### src/rtl/fir_tap_sequencer.sv
// Write/read sequencer for the 256 x 36 polyphase FIR sample RAM.
// Writes samples circularly; every DECIM-th sample reads back TAPS taps newest-first.
module fir_tap_sequencer #(
  parameter int TAPS  = 64,
  parameter int DECIM = 8
) (
  input  logic        clock,
  input  logic        reset,
  input  logic [17:0] x_real,
  input  logic [17:0] x_imag,
  input  logic        x_strobe,
  output logic [35:0] ram_data,
  output logic [7:0]  ram_wraddress,
  output logic        ram_wren,
  output logic [7:0]  ram_rdaddress,
  input  logic [35:0] ram_q,
  output logic [17:0] tap_real,
  output logic [17:0] tap_imag,
  output logic [7:0]  tap_index,
  output logic        tap_valid,
  output logic        tap_first,
  output logic        tap_last,
  output logic        busy,
  output logic        overrun
);

  typedef enum logic [1:0] {
    IDLE,
    ARM,
    READ
  } state_t;

  localparam logic [7:0] PH_LAST = 8'(DECIM - 1);
  localparam logic [7:0] K_LAST  = 8'(TAPS - 1);

  state_t      state_q, state_d;
  logic [7:0]  wp_q, wp_d;
  logic [7:0]  ph_q, ph_d;
  logic [7:0]  base_q, base_d;
  logic [7:0]  k_q, k_d;
  logic        wren_q, wren_d;
  logic [7:0]  wraddr_q, wraddr_d;
  logic [35:0] wdata_q, wdata_d;
  logic        tvalid_q, tvalid_d;
  logic [7:0]  tindex_q, tindex_d;
  logic        ovr_q, ovr_d;
  logic        trig;

  always_comb begin
    state_d  = state_q;
    wp_d     = wp_q;
    ph_d     = ph_q;
    base_d   = base_q;
    k_d      = k_q;
    wren_d   = 1'b0;
    wraddr_d = wraddr_q;
    wdata_d  = wdata_q;
    ovr_d    = ovr_q;
    trig     = x_strobe && (ph_q == PH_LAST);

    if (x_strobe) begin
      wren_d   = 1'b1;
      wraddr_d = wp_q;
      wdata_d  = {x_real, x_imag};
      wp_d     = wp_q + 8'd1;
      ph_d     = trig ? 8'd0 : ph_q + 8'd1;
    end

    tvalid_d = (state_q == READ);
    tindex_d = k_q;

    unique case (state_q)
      IDLE: begin
        if (trig) begin
          base_d  = wp_q;
          state_d = ARM;
        end
      end
      ARM: begin
        state_d = READ;
        k_d     = 8'd0;
      end
      READ: begin
        if (k_q == K_LAST) begin
          state_d = IDLE;
        end else begin
          k_d = k_q + 8'd1;
        end
      end
      default: state_d = IDLE;
    endcase

    // triggers are not queued: anything outside IDLE is lost
    if (trig && (state_q != IDLE)) begin
      ovr_d = 1'b1;
    end
  end

  always_ff @(posedge clock) begin
    if (reset) begin
      state_q  <= IDLE;
      wp_q     <= 8'd0;
      ph_q     <= 8'd0;
      base_q   <= 8'd0;
      k_q      <= 8'd0;
      wren_q   <= 1'b0;
      wraddr_q <= 8'd0;
      wdata_q  <= 36'd0;
      tvalid_q <= 1'b0;
      tindex_q <= 8'd0;
      ovr_q    <= 1'b0;
    end else begin
      state_q  <= state_d;
      wp_q     <= wp_d;
      ph_q     <= ph_d;
      base_q   <= base_d;
      k_q      <= k_d;
      wren_q   <= wren_d;
      wraddr_q <= wraddr_d;
      wdata_q  <= wdata_d;
      tvalid_q <= tvalid_d;
      tindex_q <= tindex_d;
      ovr_q    <= ovr_d;
    end
  end

  assign ram_data      = wdata_q;
  assign ram_wraddress = wraddr_q;
  assign ram_wren      = wren_q;
  assign ram_rdaddress = base_q - k_q;
  assign tap_real      = ram_q[35:18];
  assign tap_imag      = ram_q[17:0];
  assign tap_index     = tindex_q;
  assign tap_valid     = tvalid_q;
  assign tap_first     = tvalid_q && (tindex_q == 8'd0);
  assign tap_last      = tvalid_q && (tindex_q == K_LAST);
  assign busy          = (state_q != IDLE) || tvalid_q;
  assign overrun       = ovr_q;

endmodule

### config.mk
export PLATFORM = sky130hd
export DESIGN_NAME = fir_tap_sequencer
export DESIGN_NICKNAME = d
export VERILOG_FILES = /design/src/rtl/fir_tap_sequencer.sv
export SDC_FILE = /design/constraint.sdc
export NUM_CORES = 1
export LEC_CHECK = 0
export ABC_CLOCK_PERIOD_IN_PS = 5500
export CORE_MARGIN = 3
export CORE_UTILIZATION = 45
export DETAILED_ROUTE_END_ITERATION = 12
export PLACE_DENSITY = 0.82
export SKIP_LAST_GASP = 1
export SLEW_MARGIN = 20
export SYNTH_ARGS = -nofsm -noshare
export SYNTH_HDL_FRONTEND = slang
export SYNTH_SLANG_ARGS = --single-unit
### constraint.sdc
create_clock -name clock -period 5.5 [get_ports clock]
set_input_delay 0.55 -clock clock [delete_from_list [all_inputs] [get_ports clock]]
set_output_delay 0.55 -clock clock [all_outputs]
set_load 0.005 [all_outputs]
# Word level (Yosys, flattened, before mapping)
# Cells that the tools add are included.
[totals] register_bits=89 in_bits=75 output_inout_bits=102 word_cells=42
[op_classes] add_sub_neg=4 eq_ne=8 muxes=7 reduce_logical=12
[op_table] cell="8-bit by 1-bit adder with 8-bit output, second input constant" n=3
[op_table] cell="8-bit by 6-bit equality test with 1-bit output, second input constant" n=2
[op_table] cell="8-bit 2-to-1 mux" n=2
[op_table] cell="8-bit case mux with 2 select lines" n=1
[op_table] cell="8-bit by 3-bit equality test with 1-bit output, second input constant" n=1
[op_table] cell="8-bit logical NOT" n=1
[op_table] cell="8-bit subtractor" n=1
[op_table] cell="2-bit case mux with 3 select lines" n=1
[op_table] cell="2-bit AND reduction" n=3
[op_table] cell="1-bit logical AND" n=4
[op_table] cell="2-bit 2-to-1 mux" n=2
[op_table] cell="2-bit != test, second input constant" n=2
[op_table] cell="2-bit nonzero test" n=2
[op_table] cell="2-bit by 1-bit equality test with 1-bit output, second input constant" n=1
[op_table] cell="2-bit equality test, second input constant" n=1
[op_table] cell="2-bit logical NOT" n=1
[op_table] cell="2-bit by 1-bit != test with 1-bit output, second input constant" n=1
[op_table] cell="1-bit logical OR" n=1
[op_table] cell="1-bit 2-to-1 mux" n=1

# Logic depth before layout (Yosys ltp)
[depth] depth_word=4 mapped_depth=8 ltp_nobuf=8

# Worst setup path after synthesis
# OpenSTA, ideal clock, no wires.
[synth_path] path_type="flip-flop to output port" startpoint="register k_q[0]" endpoint="output port ram_rdaddress[6]" arrival_time_ns=1.627 required_time_ns=4.950 setup_slack_ns=3.323 path_stages_with_launch=8 n_path_buf=0 path_cell_list="dfxtp_1 > ha_1 > inv_1 > fa_1 > a21o_1 > a21oi_1 > nand4b_1 > nand3_1"
[synth_between] elab_chain_cells=1
[synth_rtl] item="from (decl)" line="40" text="logic [7:0] k_q, k_d;"
[synth_rtl] item="from (signal assigned)" line="117" text="k_q <= k_d;"
[synth_rtl] item="8-bit subtractor" line="130" text="assign ram_rdaddress = base_q - k_q;"
[synth_rtl] item="to (decl)" line="15" text="output logic [7:0] ram_rdaddress,"
# No other way between the ends.

# Worst setup path after layout
# Same ends and word-level chain as after synthesis.

==> summary.txt <==
Status
  • Status: finished, final reports clean

STA
  • Final worst path period need: 3.182 ns
  • RSZ-0062 raised after global routing: false
  • Fmax: between 0.3 and 0.4 GHz
  • Slew Limit Fails: 0
  • Final Hold Fails: 0
  • Slew HR: 42.33%
  • Fin crit share: roughly 58%
  • Setup Skew: approximately 0.0087 ns
  • Worst-Margin Slew: 0.8651 ns
  • Final setup vio count: 0
  • TNS Setup: 0 ns

Finish
  • Layout cell share with drive strength beyond 1: between 5 and 6%
  • Area occupied by multi-input gates: roughly 1800 sq um
  • Final net count: 562
  • Final non-filler cell total: 585
  • Flip-flop and latch area: 1782 sq um
  • N_diodes: 0
  • Fill count: between 600 and 700
  • Synth-to-Final Area Change: 27.64%

Synthesis
  • Synth Area in Compound Gates: under 10%
  • Register area share after synthesis: ~45%
  • Syn_nets: roughly 500
  • Post-synthesis mux area share: 13.42%
  • XOR/XNOR share of the synthesized area: 4.210%
  • Distinct cells, synth: 50
  • Synth Area in Simple Gates: between 10% and 20%
  • EDFF count, synth: 0
  • Main combinational cell family by area after synthesis: simple AND/OR/NAND/NOR gates
  • Register bit total from synthesis: 89
  • Asr flop ratio synth: 0%
  • Post-Synth Adder-Cell Area: under 10%
  • Synth warn: 0
  • Synth Area per Inst: between 9 and 10 sq um
  • Syn Std Cell Area: just under 4000 sq um
  • Prevailing post-synth register cell: dfxtp_1
  • Synth Instances: around 410

Clock tree
  • Root Driver: clkbuf_8
  • CTS buffer count: 9
  • CTS tree: built
  • Post-CTS resize count: 0
  • Clock Sinks: 89
  • CTS Hold Buffers Added: 0
  • CTS H-Tree Depth: 3
  • Clock-pin slew on the worst setup and hold paths: 0.09 ns
  • Worst skew pair latency: approximately 0.35 ns
  • Max Root-Sink Buffers: 2
  • Setup bufs post-CTS: 0

Worst setup path
  • Crit path cell chain: ha_1 -> inv_1 -> fa_1 -> a21o_1 -> a21oi_1 -> o21ai_0 -> nand3_1 -> clkdlybuf4s50_1
  • Reg2Reg Depth: 4
  • Worst r2r dst: base_q[4]
  • Crit-path max cell delay: around 0.50 ns
  • Max Fanout on Critical Path: 8
  • CP Data Required Time: 4.95 ns
  • WS Path Type: reg -> out
  • CP Buf/Inv Count: 2
  • Crit end category: output port
  • CP arrival: ~2.6 ns
  • Crit start category: flip-flop
  • FF-to-FF setup slack: between 3 and 4 ns
  • RR Startpoint: ph_q[3]
  • Crit-path slowest cell: clkdlybuf4s50_1
  • Top cell family by delay on the critical path: adder cells

Power and ir drop
  • Worst VDD drop: approximately 0.21 mV
  • Sequential share of power: 49.2%
  • Switching part of the total power: a little over a fifth
  • Leakage: 2.013 nW
  • Power Dens Cells: between 200 and 300 nW/um^2
  • Gate power share: approximately 8.5%
  • Clock power frac: a little over two fifths
  • Cell Int Power: ~0.0011 W
  • NetSw: between 0.0002 and 0.0003 W

Placed design
  • Placed cell count: 570
  • GPL Wtd Cong: about 0.9
  • # port buffers: about 100
  • HPWL after detailed placement: ~6100 um

Die
  • Num ports: roughly 180
  • Chip Height: roughly 100 um
  • Core Footprint: roughly 8400 sq um
  • Starting density of the core: between 40 and 50%
  • DIE AREA: a little under 10000 sq um
  • Horiz. Die Dim: 99.72 um
  • Row count: 33

Detailed routing
  • Wire per inst: between 10 and 15 um
  • Via-to-Cell Ratio: 5.226
  • Post-DRT Antenna Nets: 0
  • Vias post-DR: 3057
  • Drt drc: 0
  • DRT Pass-1 Iters: 4
  • Initial DRC Count: 99
  • Final WL: roughly 8600 um

GRT
  • Antenna violations before repair: 0
  • Total gr overflow: 0
  • Total GRT Usage: between 10% and 20%
  • Largest net degree at the start of global routing: 86
  • Global-route wire length before repair: roughly 14000 um
  • Vias in the first global route: roughly 3000

Worst hold path
  • Hold EP: overrun
  • Hold Crit Start: overrun
  • Worst Hold Path Cells: 2
  • Worst min path class: reg -> reg

Flow run
  • Max-cap violations: 0
[per-layer routing]
layer	global-route usage [%]	wire length (um)	up-vias
li1	-	-	1490
met3	9.748	1081	35
met4	7.458	221	0
met2	27.09	3802	130
met5	0	0	-
met1	19.70	3457	1402
[synthesized netlist by cell type, drive strengths merged (7+ instances only)]
cell type	number	area share, %
a21oi	12	1.5
buf	44	8.0
clkbuf	9	0.85
dfxtp	89	45
ha	10	3.2
inv	13	1.2
mux2i	53	13
nand2	9	0.85
nand3	7	0.89
nor2	74	7.0
nor3	11	1.5
xnor2	9	2.0
xor2	10	2.2
[layout make-up]
| cell class | count | share of cell area, % |
|---|---|---|
| sequential | 89 | 35.32 |
| clock inverter | 6 | 2.778 |
| inverter | 13 | 0.9673 |
| multi-input combinational | 257 | 35.14 |
| timing repair buffer | 106 | 20.73 |
| tap | 105 | 2.604 |
| clock buffer | 9 | 2.455 |
[through the flow]
| step | worst slack (ns) | power (W) | utilization, % | cell area, sq um | hold slack, ns |
|---|---|---|---|---|---|
| after floorplan | 3.323 | 0.0007583 | - | 3953 | 0.4604 |
| after global placement | 2.759 | 0.0008034 | 57.04 | 4781 | 0.4655 |
| after detailed placement | 2.721 | 0.0008074 | 57.04 | 4781 | 0.4633 |
| after CTS | 2.292 | 0.001390 | 60.19 | 5045 | 0.4949 |
| after global routing | 2.073 | 0.001427 | 60.19 | 5045 | 0.5304 |
| final | 2.318 | 0.001374 | 60.19 | 5045 | 0.4958 |
[placed cells by master (no fill, tap or decap), types with 4 or more instances in the layout]
cell type / instances
ha_1: 10
nor2b_1: 6
nor2_1: 74
mux2i_1: 53
nand3_1: 7
clkdlybuf4s50_1: 102
bufinv_16: 4
dfxtp_1: 89
nor3_1: 10
and3_1: 4
nand3b_1: 4
clkbuf_8: 9
inv_1: 13
nand4_1: 6
a21oi_1: 12
xnor2_1: 9
xor2_1: 10
nand2_1: 9
[worst register-to-register path: stages, from the launching register on]
cell and delay (ns):
dfxtp_1 0.36, or4_4 0.57, nor4_4 0.54, mux2i_1 0.26, nor2_1 0.05
[power by group through the flow]
stage	registers [W]	clock network, W	logic, W
5_1_grt	0.000678	0.000622	0.000127
3_3_place_gp	0.000689	0	0.000114
6_report	0.000676	0.000581	0.000117
2_1_floorplan	0.000690	0	0.0000681
3_5_place_dp	0.000691	0	0.000117
4_1_cts	0.000676	0.000596	0.000118
[kinds of logic after synthesis]
logic type / after synthesis
buf+inv: 66
simple gates: 138
xor+xnor: 19
flops: 89
mux: 53
fa+ha+maj: 11
compound gates: 36
[state kept, by name (all words and copies together), names as in the netlist, 2 cells and up]
| signal | count |
|---|---|
| ram_wraddress | 8 |
| ram_data | 36 |
| state_q | 2 |
| tap_index | 8 |
| base_q | 8 |
| ph_q | 8 |
| k_q | 8 |
| wp_q | 8 |
[worst max-delay path by stage]
stage                  endpoint  depth (start not counted)    from  slack, ns
6_report       ram_rdaddress[6]                          8  k_q[0]       2.32
5_1_grt        ram_rdaddress[6]                          8  k_q[0]       2.07
4_1_cts        ram_rdaddress[6]                          8  k_q[0]       2.29
3_5_place_dp   ram_rdaddress[6]                          8  k_q[0]       2.72
3_3_place_gp   ram_rdaddress[6]                          8  k_q[0]       2.76
2_1_floorplan  ram_rdaddress[6]                          7  k_q[0]       3.32
Note: power is estimated with default switching activity, not from simulation.
